$ cat config.mk
export PLATFORM = sky130hd
export DESIGN_NAME = serial_addsub_flat
export DESIGN_NICKNAME = d
export VERILOG_FILES = /design/src/rtl/serial_addsub_if.sv /design/src/rtl/serial_addsub.sv /design/src/flat_wrapper.sv
export SDC_FILE = /design/constraint.sdc
export NUM_CORES = 1
export LEC_CHECK = 0
export ABC_AREA = 1
export CAP_MARGIN = 10
export CORE_MARGIN = 3
export CORE_UTILIZATION = 30
export DETAILED_ROUTE_END_ITERATION = 6
export SETUP_SLACK_MARGIN = 0.5
export SLEW_MARGIN = 20
export SYNTH_ARGS = -nofsm -noshare
export SYNTH_HDL_FRONTEND = slang
export SYNTH_SLANG_ARGS = --single-unit
$ cat constraint.sdc
create_clock -name clk -period 2.3 [get_ports clk]
set_input_delay 0.69 -clock clk [delete_from_list [all_inputs] [get_ports clk]]
set_output_delay 0.69 -clock clk [all_outputs]
set_load 0.01 [all_outputs]
$ cat src/rtl/serial_addsub_if.sv
// Operand/result bundle for the chunk-serial adder/subtractor.
// The master drives the request fields; the slave returns status and result.
interface serial_addsub_if #(
  parameter int WIDTH = 12
);
  logic             start;
  logic             sub;
  logic [WIDTH-1:0] a;
  logic [WIDTH-1:0] b;
  logic             cin;
  logic             busy;
  logic             done;
  logic [WIDTH-1:0] s;
  logic             cout;
  logic             ovf;

  modport master (
    output start, sub, a, b, cin,
    input  busy, done, s, cout, ovf
  );

  modport slave (
    input  start, sub, a, b, cin,
    output busy, done, s, cout, ovf
  );
endinterface

$ cat src/rtl/serial_addsub.sv
// Chunk-serial add/subtract: CHUNK bits per clock over WIDTH/CHUNK cycles.
// Subtraction is a + ~b + ~cin; cout reports a borrow when subtracting.
module serial_addsub #(
  parameter int WIDTH = 12,
  parameter int CHUNK = 3
) (
  input  logic           clk,
  input  logic           rst_n,
  serial_addsub_if.slave bus
);

  // WIDTH must be an integer multiple of CHUNK.
  localparam int NCH = WIDTH / CHUNK;
  localparam int KW  = (NCH > 1) ? $clog2(NCH) : 1;
  localparam logic [WIDTH-1:0] CMASK = WIDTH'({CHUNK{1'b1}});

  typedef enum logic [1:0] {
    IDLE = 2'd0,
    RUN  = 2'd1,
    DONE = 2'd2
  } state_t;

  state_t           state, state_nx;
  logic [WIDTH-1:0] a_r, b_r, s_r;
  logic             sub_r, carry_r, cout_r, ovf_r;
  logic [KW-1:0]    k_r;
  logic [31:0]      base;
  logic [CHUNK-1:0] a_ch, b_ch, sum_ch;
  logic             c_msb, c_out, last, accept;

  // Bit-level ripple over one chunk; also exposes the carry into the chunk MSB
  // so the final chunk can derive signed overflow.
  function automatic logic [CHUNK+1:0] chunk_add(input logic [CHUNK-1:0] x,
                                                 input logic [CHUNK-1:0] y,
                                                 input logic             ci);
    logic             c;
    logic             cm;
    logic [CHUNK-1:0] sm;
    c  = ci;
    cm = ci;
    sm = '0;
    for (int i = 0; i < CHUNK; i++) begin
      if (i == CHUNK - 1) cm = c;
      sm[i] = x[i] ^ y[i] ^ c;
      c     = (x[i] & y[i]) | (x[i] & c) | (y[i] & c);
    end
    return {c, cm, sm};
  endfunction

  assign accept = (state != RUN) && bus.start;
  assign last   = (k_r == KW'(NCH - 1));
  assign base   = 32'(k_r) * 32'(CHUNK);
  assign a_ch   = CHUNK'(a_r >> base);
  assign b_ch   = CHUNK'(b_r >> base);
  assign {c_out, c_msb, sum_ch} = chunk_add(a_ch, b_ch, carry_r);

  always_ff @(posedge clk or negedge rst_n) begin
    if (!rst_n) state <= IDLE;
    else        state <= state_nx;
  end

  always_comb begin
    state_nx = state;
    case (state)
      IDLE, DONE: state_nx = bus.start ? RUN : IDLE;
      RUN:        if (last) state_nx = DONE;
      default:    state_nx = IDLE;
    endcase
  end

  // Operand capture: only on an accepted start, so later input wiggles are ignored.
  always_ff @(posedge clk) begin
    if (accept) begin
      a_r   <= bus.a;
      b_r   <= bus.sub ? ~bus.b : bus.b;
      sub_r <= bus.sub;
    end
  end

  always_ff @(posedge clk or negedge rst_n) begin
    if (!rst_n) begin
      k_r     <= '0;
      carry_r <= 1'b0;
      s_r     <= '0;
      cout_r  <= 1'b0;
      ovf_r   <= 1'b0;
    end else if (accept) begin
      k_r     <= '0;
      carry_r <= bus.cin ^ bus.sub;
    end else if (state == RUN) begin
      s_r     <= (s_r & ~(CMASK << base)) | (WIDTH'(sum_ch) << base);
      carry_r <= c_out;
      k_r     <= k_r + KW'(1);
      if (last) begin
        cout_r <= c_out ^ sub_r;
        ovf_r  <= c_msb ^ c_out;
      end
    end
  end

  assign bus.busy = (state == RUN);
  assign bus.done = (state == DONE);
  assign bus.s    = s_r;
  assign bus.cout = cout_r;
  assign bus.ovf  = ovf_r;

endmodule

$ cat src/flat_wrapper.sv
// flat-port wrapper written by rule: the top's interface ports become plain ports
module serial_addsub_flat 
#(
  parameter int WIDTH = 12,
  parameter int CHUNK = 3
)
  (clk, rst_n, bus_start, bus_sub, bus_a, bus_b, bus_cin, bus_busy, bus_done, bus_s, bus_cout, bus_ovf);
  serial_addsub_if #(.WIDTH(WIDTH)) bus_i ();
  input  logic clk;
  input  logic rst_n;
  input wire logic [$bits(bus_i.start)-1:0] bus_start;
  input wire logic [$bits(bus_i.sub)-1:0] bus_sub;
  input wire logic [$bits(bus_i.a)-1:0] bus_a;
  input wire logic [$bits(bus_i.b)-1:0] bus_b;
  input wire logic [$bits(bus_i.cin)-1:0] bus_cin;
  output wire logic [$bits(bus_i.busy)-1:0] bus_busy;
  output wire logic [$bits(bus_i.done)-1:0] bus_done;
  output wire logic [$bits(bus_i.s)-1:0] bus_s;
  output wire logic [$bits(bus_i.cout)-1:0] bus_cout;
  output wire logic [$bits(bus_i.ovf)-1:0] bus_ovf;
  assign bus_i.start = bus_start;
  assign bus_i.sub = bus_sub;
  assign bus_i.a = bus_a;
  assign bus_i.b = bus_b;
  assign bus_i.cin = bus_cin;
  assign bus_busy = bus_i.busy;
  assign bus_done = bus_i.done;
  assign bus_s = bus_i.s;
  assign bus_cout = bus_i.cout;
  assign bus_ovf = bus_i.ovf;
  serial_addsub #(.WIDTH(WIDTH), .CHUNK(CHUNK)) u_core (.clk(clk), .rst_n(rst_n), .bus(bus_i));
endmodule
-- Word level (Yosys, flattened, before mapping)
Cells that the tools add are included.
- add/subtract/negate cells: 1
- multiply operators: 1
- equal/unequal tests: 5
- shift operators: 4
- multiplexer cells: 8
- bitwise gates (word level): 29
- reductions and logical operators: 6
- operators with widths (kind ; number):
    inverter 12 bit ; 2
    right shift 12 x 4 -> 3 bit ; 2
    AND 12 bit ; 1
    two-way mux 12 bit ; 1
    bitwise OR 12 bit ; 1
    left shift 3 x 4 -> 12 bit ; 1
    left shift 3 x 4 -> 12 bit, first input constant ; 1
    AND 1 bit ; 9
    XOR 1 bit ; 9
    two-way mux 2 bit ; 3
    bitwise OR 1 bit ; 6
    == test 2 bit, second input constant ; 2
    multiplier 2 x 2 -> 4 bit, second input constant ; 1
    inequality test 2 x 1 -> 1 bit, second input constant ; 2
    case mux 2 bit (2 select lines) ; 1
    two-way mux 1 bit ; 3
    AND reduction 3 bit ; 1
    adder 2 x 1 -> 2 bit, second input constant ; 1
    == test 2 x 1 -> 1 bit, second input constant ; 1
    logical NOT 2 bit ; 1
    AND reduction 2 bit ; 1
    nonzero test 2 bit ; 1
    OR reduction 2 bit ; 1
    logical AND 1 bit ; 1
    inverter 1 bit ; 1
- register bits: 44
- bits of input ports: 29
- output and inout bits: 16
- word-level logic and storage cells: 63

-- Logic depth before layout (Yosys ltp)
Gate-level depths: netlist (run 1).
- depth after elaboration: 13
- gate-level depth with buffers: 14

-- Worst setup path after synthesis (run 1)
OpenSTA, ideal clock, no wires.
- path type: register -> register
- start point: register u_core.k_r[0]
- end point: register u_core.cout_r, in the netlist u_core.bus.cout
- arrival time: 2.355 ns
- required time: 2.184 ns
- setup slack: -0.171 ns
- stages on the path, launching flop included: 15
- buffers on the path: 2
- period minus slack after synthesis: 2.471 ns
- cells stage by stage: dfrtp_1 > buf_4 > inv_2 > buf_4 > nand2_1 > o211ai_1 > nand2_1 > fa_1 > inv_1 > fa_1 > inv_1 > fa_1 > xor2_1 > nand2_1 > nand2_1
- word-level cells in the longest chain between the ends: 12
- elaborated cells between the ends (all ways): 21
- those cells by class: mul (1); eq/ne (1); shift (2); bitwise (16); reduce/logical (1)
- RTL lines (item ; RTL line ; RTL):
    start, declared ; serial_addsub.sv:26 ; logic [KW-1:0] k_r;
    start signal, assigned ; serial_addsub.sv:93 ; k_r <= k_r + KW'(1);
    multiplier 2 x 2 -> 4 bit ; serial_addsub.sv:52 ; assign base = 32'(k_r) * 32'(CHUNK);
    right shift 12 x 4 -> 3 bit, on equally long branches ; serial_addsub.sv:53, serial_addsub.sv:54 ;
    AND 1 bit ; serial_addsub.sv:45 ; c = (x[i] & y[i]) | (x[i] & c) | (y[i] & c);
    bitwise OR 1 bit (2 in series) ; serial_addsub.sv:45 ;
    AND 1 bit ; serial_addsub.sv:45 ;
    bitwise OR 1 bit (2 in series) ; serial_addsub.sv:45 ;
    AND 1 bit ; serial_addsub.sv:45 ;
    bitwise OR 1 bit (2 in series) ; serial_addsub.sv:45 ;
    XOR 1 bit ; serial_addsub.sv:95 ; cout_r <= c_out ^ sub_r;
    end signal, assigned ; serial_addsub.sv:95 ;
    end, declared ; serial_addsub.sv:25 ; logic sub_r, carry_r, cout_r, ovf_r;
Parallel ways exist; a longest one is shown, timed or not.
A chain may end at the register's enable or synchronous reset.

-- Final worst setup path (run 1)
- start point: register u_core.k_r[0]
- end point: register u_core.s_r[11], in the netlist u_core.bus.s[11]
- word-level cells in the longest chain between the ends: 11
- elaborated cells between the ends (all ways): 24
- those cells by class: mul (1); shift (4); bitwise (19)
- RTL lines (item ; RTL line ; RTL):
    multiplier 2 x 2 -> 4 bit * ; serial_addsub.sv:52 ;
    right shift 12 x 4 -> 3 bit, on equally long branches ; serial_addsub.sv:53, serial_addsub.sv:54 ;
    AND 1 bit ; serial_addsub.sv:45 ;
    bitwise OR 1 bit (2 in series) ; serial_addsub.sv:45 ;
    AND 1 bit ; serial_addsub.sv:45 ;
    bitwise OR 1 bit (2 in series) ; serial_addsub.sv:45 ;
    XOR 1 bit ; serial_addsub.sv:44 ; sm[i] = x[i] ^ y[i] ^ c;
    left shift 3 x 4 -> 12 bit ; serial_addsub.sv:91 ; s_r <= (s_r & ~(CMASK << base)) | (WIDTH'(sum_ch) << base);
    bitwise OR 12 bit * ; serial_addsub.sv:91 ;
    end signal, assigned ; serial_addsub.sv:91 ;
    end, declared ; serial_addsub.sv:24 ; logic [WIDTH-1:0] a_r, b_r, s_r;
Mark *: on every way between the ends. The rest lies on a longest branch, timed or not.

==> impl_metrics.csv, run 1 <==
group,metric,value,unit
floorplan,initial_utilization,31.5,%
clock_tree,clock_sinks,44,
cells_and_area,postLayoutCellArea,0.00276,sq mm
timing,finClkSkew,0.00457,ns
clock_tree,clock_tree.buffer_depth,2,
floorplan,die_w,88.1,um
cells_and_area,finish.cell_count_without_fillers,318,
clock_tree,cts_root_buf,"sky130_fd_sc_hd__clkbuf_8",
synth,yosysSeqAreaShare,60.7,%
pwr,power.net_switching,0.00147,W
pwr,peakVddDrop,0.000517,V
timing,setup_violations,0,
synth,yosys.cell_types.count,21,
setup_path,critical_path.endpoint_type,"flop",
route,avgViaCountPerCell,4.40,
setup_path,crit_type,"flop to flop",
setup_path,rr_worst_depth,10,
floorplan,rows,29,
route,post_drt_wl_per_cell,12.3,um
global_routing,global_route_overflow,0,
clock_tree,clk_latency,0.30,ns
setup_path,critPathLaunch,"u_core.k_r[0]",
placement,numPlacedInstances,306,
pwr,power_share_of_the_combinational_group,50.7,%
route,drt_pass1_iterations,4,
pwr,post-layout-total-power,0.00374,W
pwr,portion_of_total_power_attributed_to_the_clock_network,15.4,%
timing,rsz_0062_raised_after_global_routing,"true",
cells_and_area,fraction_of_the_core_area_covered_by_cells_at_the_end_of_the_flow,43.0,%
pwr,power_report.internal_total,0.00227,W
setup_path,worstPathArrival,2.45,ns
timing,final-hold-violation-count,0,
setup_path,r2r-start,"u_core.k_r[0]",
pwr,switching_power_as_a_share_of_total_power,39.4,%
setup_path,slack_of_the_worst_reg_to_reg_path,0.08,ns
global_routing,global_route_wire_length_before_repair,6.56,mm
placement,dp_hpwl,2.94,mm
synth,yosys_warnings,0,
flow_run,max_capacitance_violation_count,0,
route,drt_iter0_markers,40,
floorplan,fp.dieH,88.1,um
synth,syn_area_per_cell,11.0,sq um
pwr,total_leakage_power,1.22,nW
setup_path,worstSetupStartpointType,"flop",
pwr,power_density,1350,mW/mm^2
floorplan,num_io_pins,45,
synth,mappedNetlistArea,0.00202,sq mm
floorplan,core_region_area,0.00642,sq mm
setup_path,endpoint,"u_core.bus.s[11]",
clock_tree,h-tree-depth,2,
global_routing,globalRouteTotalUtil,11.1,%
synth,synth.net_count,219,
placement,finalWeightedCongestion,0.743,
synth,post_synth_inst_count,183,
cells_and_area,final_nets,276,
global_routing,grt_pass1_vias,1357,
global_routing,number_of_antenna_violations_at_the_first_check_in_global_routing,0,
cells_and_area,layout_cells_sized_above_1,18.7,%
setup_path,r2r-end,"u_core.bus.s[11]",
cells_and_area,area_overhead_vs_synth,36.7,%
timing,tightestPinTransition,0.257,ns
cells_and_area,fill_cells,655,
cells_and_area,n_antenna_cell,0,
timing,timing.final.max_slew_violations,0,
setup_path,crit_fanout,4,
placement,port-buffer-count,44,
clock_tree,worst_setup_hold_path_clk_slew,0.08,ns
timing,fmax,450,MHz
route,ant_nets,0,
route,routed-via-count,1398,
setup_path,timing.critical_path.required,2.53,ns
route,drt-total-wl,3.92,mm
timing,relSlewSlack,82.8,%
timing,post-route-period-util,96.6,%
clock_tree,cts_tree,"done",
min_path,worst_hold_path_type,"flop to flop",
floorplan,die_area,0.00776,sq mm
global_routing,largest_net_degree_at_the_start_of_global_routing,27,
clock_tree,numCtsBuffers,5,
route,drcViolationCount,0,
synth,synth.ff_latch_count,44,
timing,final_period_minus_worst_setup_slack,2.22,ns
pwr,share_seq_of_total_power,33.9,%
timing,finalSetupTns,0,ns
status,run_status,"completed",
placement,placed_area,0.00261,sq mm
## synth_stat cells (all sizes together)
| library cell | count | area (sq um) |
|---|---|---|
| a21oi | 1 | 5.00 |
| dfrtp | 19 | 475 |
| fa | 3 | 60.1 |
| nor2 | 2 | 23.8 |
| o21ai | 14 | 70.1 |
| buf | 6 | 42.5 |
| clkinv | 2 | 8.75 |
| o22ai | 1 | 6.26 |
| o211ai | 8 | 60.1 |
| xnor2 | 1 | 8.76 |
| edfxtp | 25 | 751 |
| nand3 | 6 | 30.0 |
| inv | 17 | 63.8 |
| ha | 4 | 50.1 |
| xor2 | 13 | 114 |
| nand2 | 61 | 251 |
## power groups by stage
stage          clock [W]  sequential (W)  combinational (W)
2_1_floorplan          0         0.00131            0.00113
3_3_place_gp           0         0.00129            0.00175
3_5_place_dp           0         0.00129            0.00179
4_1_cts         0.000588         0.00127            0.00179
5_1_grt         0.000620         0.00130            0.00216
6_report        0.000577         0.00127            0.00190
## final cells by class
class / count / area, sq um / area share [%]
sequential: 44 / 1230 / 44.5
multi-input combinational: 114 / 731 / 26.4
timing repair buffer: 55 / 518 / 18.8
tap: 77 / 96.3 / 3.49
inverter: 19 / 78.8 / 2.85
clock buffer: 5 / 68.8 / 2.49
clock inverter: 3 / 37.5 / 1.36
timing repair inverter: 1 / 3.75 / 0.136
## layer usage
layer	share of wire, %	global-route usage [%]	wire (um)	up-vias
li1	-	-	-	711
met1	45	14.1	1760	642
met2	48	18.6	1880	39
met3	6.1	3.29	240	6
met4	1.2	2.88	46	0
met5	0	0	0	-
## placed cells by master, fill, tap and decap left out, types with 4 or more instances in the layout
| master | netlist | final |
|---|---|---|
| sky130_fd_sc_hd__nand3_1 | 6 | 6 |
| sky130_fd_sc_hd__ha_1 | 4 | 4 |
| sky130_fd_sc_hd__o211ai_1 | 8 | 8 |
| sky130_fd_sc_hd__o21ai_0 | 14 | 6 |
| sky130_fd_sc_hd__xor2_1 | 13 | 13 |
| sky130_fd_sc_hd__dlygate4sd2_1 | 0 | 14 |
| sky130_fd_sc_hd__dfrtp_1 | 19 | 17 |
| sky130_fd_sc_hd__buf_4 | 5 | 10 |
| sky130_fd_sc_hd__edfxtp_1 | 25 | 25 |
| sky130_fd_sc_hd__inv_2 | 2 | 5 |
| sky130_fd_sc_hd__inv_1 | 15 | 12 |
| sky130_fd_sc_hd__clkbuf_8 | 0 | 5 |
| sky130_fd_sc_hd__nand2_2 | 0 | 4 |
| sky130_fd_sc_hd__clkdlybuf4s50_1 | 0 | 30 |
| sky130_fd_sc_hd__o21ai_2 | 0 | 6 |
| sky130_fd_sc_hd__nand2_1 | 58 | 54 |
## through the flow
step,setup WS [ns],hold slack (ns)
2_1_floorplan,-0.0222,0.394
3_3_place_gp,0.132,0.475
3_5_place_dp,0.0471,0.469
4_1_cts,0.0707,0.486
5_1_grt,-0.0529,0.500
6_report,0.0778,0.484
## flip-flops by register name, summed over array words and instances (netlist names)
| name | cells |
|---|---|
| u_core.sub_r | 1 |
| u_core.state | 2 |
| u_core.bus.ovf | 1 |
| u_core.b_r | 12 |
| u_core.bus.cout | 1 |
| u_core.k_r | 2 |
| u_core.carry_r | 1 |
| u_core.bus.s | 12 |
| u_core.a_r | 12 |
## worst max-delay path: stages, from the launching register on
cell and delay, ns:
sky130_fd_sc_hd__dfrtp_2 0.42, sky130_fd_sc_hd__inv_2 0.07, sky130_fd_sc_hd__o211ai_1 0.17, sky130_fd_sc_hd__nand2_1 0.11
sky130_fd_sc_hd__fa_2 0.36, sky130_fd_sc_hd__inv_2 0.06, sky130_fd_sc_hd__fa_2 0.21, sky130_fd_sc_hd__inv_2 0.04
sky130_fd_sc_hd__fa_2 0.53, sky130_fd_sc_hd__nand2_1 0.07, sky130_fd_sc_hd__o21ai_1 0.11
## what timing repair did
item,CTS,global route
pin swaps,9,2
hold buffers,0,0
endpoints found under the setup margin,27,13
gates cloned,1,0
resized for setup,22,8
buffers inserted,2,1
## how the worst min path moves through the flow
stage                    startpoint              end  cells after the start
floorplan                     rst_n  u_core.bus.cout                      0
global placement    u_core.bus.s[3]  u_core.bus.s[3]                      2
detailed placement  u_core.bus.cout  u_core.bus.cout                      2
CTS                 u_core.bus.cout  u_core.bus.cout                      2
global route        u_core.bus.cout  u_core.bus.cout                      2
finish              u_core.bus.cout  u_core.bus.cout                      2
## cell families (layout without fill, tap and decap cells)
logic type / Yosys count / in the layout / synth area share [%]
AO/OA/AOI/OAI: 24 / 24 / 7.00
flip-flops: 44 / 44 / 60.7
AND/OR/NAND/NOR: 69 / 69 / 15.1
XOR/XNOR: 14 / 14 / 6.07
adder cells (fa/ha/maj): 7 / 7 / 5.45
buffers and inverters: 25 / 83 / 5.70
No activity file was read; power rests on OpenSTA's default activity.
==> run 2: changes to the inputs <==
==> constraint.sdc (replaced) <==
create_clock -name clk -period 2.3 [get_ports clk]
set_input_delay 0.69 -clock clk [delete_from_list [all_inputs] [get_ports clk]]
set_output_delay 0.69 -clock clk [all_outputs]
set_load 0.005 [all_outputs]
==> run 2 against run 1 <==
  * Fmax grew 0.83%
  * Final cell count grew 3.1%
  * Die area is the same
  * Sequential cell count is the same
  * Sequential share of layout area shrank 0.99 points
  * Wire length shrank 3.7%
  * Total power shrank 0.90%
  * Critical endpoint is now u_core.bus.s[2]
  * Largest cell class unchanged
==> impl_metrics.csv, run 2 (synthesis gave the netlist of run 1 again) <==
group,metric,value,unit
placement,placed_area,0.00261,sq mm
setup_path,crit_type,"flop to flop",
status,run_status,"completed",
timing,finClkSkew,0.00472,ns
global_routing,global_route_overflow,0,
cells_and_area,layout_common_cells,"sky130_fd_sc_hd__nand2_1, sky130_fd_sc_hd__clkdlybuf4s50_1, sky130_fd_sc_hd__edfxtp_1, sky130_fd_sc_hd__buf_4, sky130_fd_sc_hd__dfrtp_1",
floorplan,rows,29,
setup_path,r2r-end,"u_core.bus.s[2]",
timing,hold_slack,0.469,ns
floorplan,fp.dieH,88.1,um
setup_path,critical_path.endpoint_type,"flop",
timing,finalSetupTns,0,ns
pwr,portion_of_total_power_attributed_to_the_clock_network,14.5,%
placement,finalWeightedCongestion,0.770,
floorplan,die_area,0.00776,sq mm
clock_tree,worst_setup_hold_path_clk_slew,0.08,ns
global_routing,number_of_antenna_violations_at_the_first_check_in_global_routing,0,
min_path,hold_path_startpoint,"u_core.bus.ovf",
cells_and_area,area_overhead_vs_synth,40.1,%
pwr,total_leakage_power,1.26,nW
clock_tree,cts_root_buf,"sky130_fd_sc_hd__clkbuf_8",
route,routed-via-count,1420,
min_path,worst_hold_path_type,"flop to flop",
route,drt-total-wl,3.77,mm
floorplan,num_io_pins,45,
cells_and_area,n_antenna_cell,0,
cells_and_area,postLayoutCellArea,0.00283,sq mm
cells_and_area,layout_cells_sized_above_1,23.5,%
setup_path,crit_fanout,4,
clock_tree,clk_latency,0.30,ns
global_routing,largest_net_degree_at_the_start_of_global_routing,27,
setup_path,critPathLaunch,"u_core.k_r[0]",
clock_tree,clock_tree.buffer_depth,2,
global_routing,grt_pass1_vias,1381,
timing,fmax,454,MHz
timing,tightestPinTransition,0.245,ns
setup_path,worstSetupStartpointType,"flop",
global_routing,global_route_wire_length_before_repair,6.22,mm
floorplan,die_w,88.1,um
clock_tree,cts_tree,"done",
cells_and_area,most_frequent_standard_cell_in_the_layout_excluding_fill_and_tap_cells,"sky130_fd_sc_hd__nand2_1",
placement,port-buffer-count,44,
setup_path,slack_of_the_worst_reg_to_reg_path,0.1,ns
min_path,worst_hold_path.endpoint,"u_core.bus.ovf",
route,ant_nets,0,
route,drt_iter0_markers,44,
pwr,power_report.internal_total,0.00232,W
timing,relSlewSlack,83.6,%
timing,post-route-period-util,95.8,%
pwr,share_seq_of_total_power,34.1,%
flow_run,max_capacitance_violation_count,0,
pwr,peakVddDrop,0.000449,V
floorplan,initial_utilization,31.5,%
setup_path,r2r-start,"u_core.k_r[0]",
placement,dp_hpwl,2.77,mm
min_path,min_path_cells,2,
setup_path,rr_worst_depth,10,
setup_path,worstPathArrival,2.43,ns
cells_and_area,final_nets,286,
route,drt_pass1_iterations,4,
timing,final-hold-violation-count,0,
route,drcViolationCount,0,
route,post_drt_wl_per_cell,11.5,um
floorplan,core_region_area,0.00642,sq mm
route,avgViaCountPerCell,4.33,
timing,rsz_0062_raised_after_global_routing,"true",
clock_tree,numCtsBuffers,5,
timing,setup_violations,0,
pwr,power_share_of_the_combinational_group,51.4,%
pwr,power_density,1310,mW/mm^2
clock_tree,clock_sinks,44,
pwr,switching_power_as_a_share_of_total_power,37.5,%
timing,timing.final.max_slew_violations,0,
global_routing,globalRouteTotalUtil,10.5,%
cells_and_area,fill_cells,653,
pwr,power.net_switching,0.00139,W
setup_path,timing.critical_path.required,2.53,ns
clock_tree,h-tree-depth,2,
timing,final_period_minus_worst_setup_slack,2.20,ns
## run 2: changes by cell type in the layout (fill, tap and decap cells not counted), sizes merged
cell           previous run  this run
buf                      11        22
bufinv                    1         0
clkbuf                    5         9
clkdlybuf4s50            30        28
clkinv                    4         3
inv                      18        17
## run 2: metal layers
layer | vias up | GRT usage (%) | share of wire [%]
li1 | 730 | - | -
met2 | 39 | 17.7 | 47
met1 | 643 | 12.3 | 45
met5 | - | 0 | 0
met3 | 8 | 3.01 | 5.7
met4 | 0 | 4.95 | 2.1
## run 2: worst max path at each step
stage,to,slack [ns],depth (start not counted)
4_1_cts,u_core.bus.s[2],0.1,10
5_1_grt,u_core.bus.s[2],-0.04,10
3_3_place_gp,u_core.bus.s[11],0.08,10
2_1_floorplan,u_core.bus.s[11],-0.02,13
3_5_place_dp,u_core.bus.s[5],0.006,10
6_report,u_core.bus.s[2],0.1,10
## run 2: through the flow
step,power [W],std cells,utilization (%),setup slack [ns]
floorplan,0.00239,183,-,-0.0222
global placement,0.00298,306,40.7,0.0823
detailed placement,0.00301,306,40.7,0.00564
CTS,0.00368,328,43.8,0.0955
global route,0.00404,328,44.1,-0.0429
finish,0.00371,328,44.1,0.0962
## run 2: what timing repair did
item / in CTS / in global routing
buffers inserted: 13 / 0
gates cloned: 1 / 0
endpoints found under the hold margin: 0 / 0
pin swaps: 10 / 11
endpoints found under the setup margin: 27 / 14
gates resized for setup: 32 / 9
hold buffers: 0 / 0
## run 2: power groups by stage
stage | sequential [W] | combinational, W | clock, W
detailed placement | 0.00130 | 0.00171 | 0
floorplan | 0.00127 | 0.00112 | 0
CTS | 0.00127 | 0.00186 | 0.000555
global route | 0.00130 | 0.00216 | 0.000578
finish | 0.00127 | 0.00191 | 0.000536
global placement | 0.00130 | 0.00169 | 0
## run 2: area by class of cell
cell class	instances	area [sq um]	area share, %
Sequential cell	44	1230	43.5
Clock buffer	8	101	3.58
Timing Repair inverter	1	3.75	0.133
Inverter	19	81.3	2.87
Multi-Input combinational cell	114	727	25.7
Tap cell	77	96.3	3.40
Timing Repair Buffer	65	591	20.9
## run 2: critical path: stages, from the launching register on
cell                       delay (ns)
sky130_fd_sc_hd__dfrtp_2         0.42
sky130_fd_sc_hd__inv_2           0.06
sky130_fd_sc_hd__o211ai_1        0.16
sky130_fd_sc_hd__nand2_1         0.11
sky130_fd_sc_hd__fa_2            0.36
sky130_fd_sc_hd__inv_2           0.06
sky130_fd_sc_hd__fa_2            0.21
sky130_fd_sc_hd__inv_2           0.04
sky130_fd_sc_hd__fa_2            0.54
sky130_fd_sc_hd__nand2_2         0.05
sky130_fd_sc_hd__o21ai_1         0.12
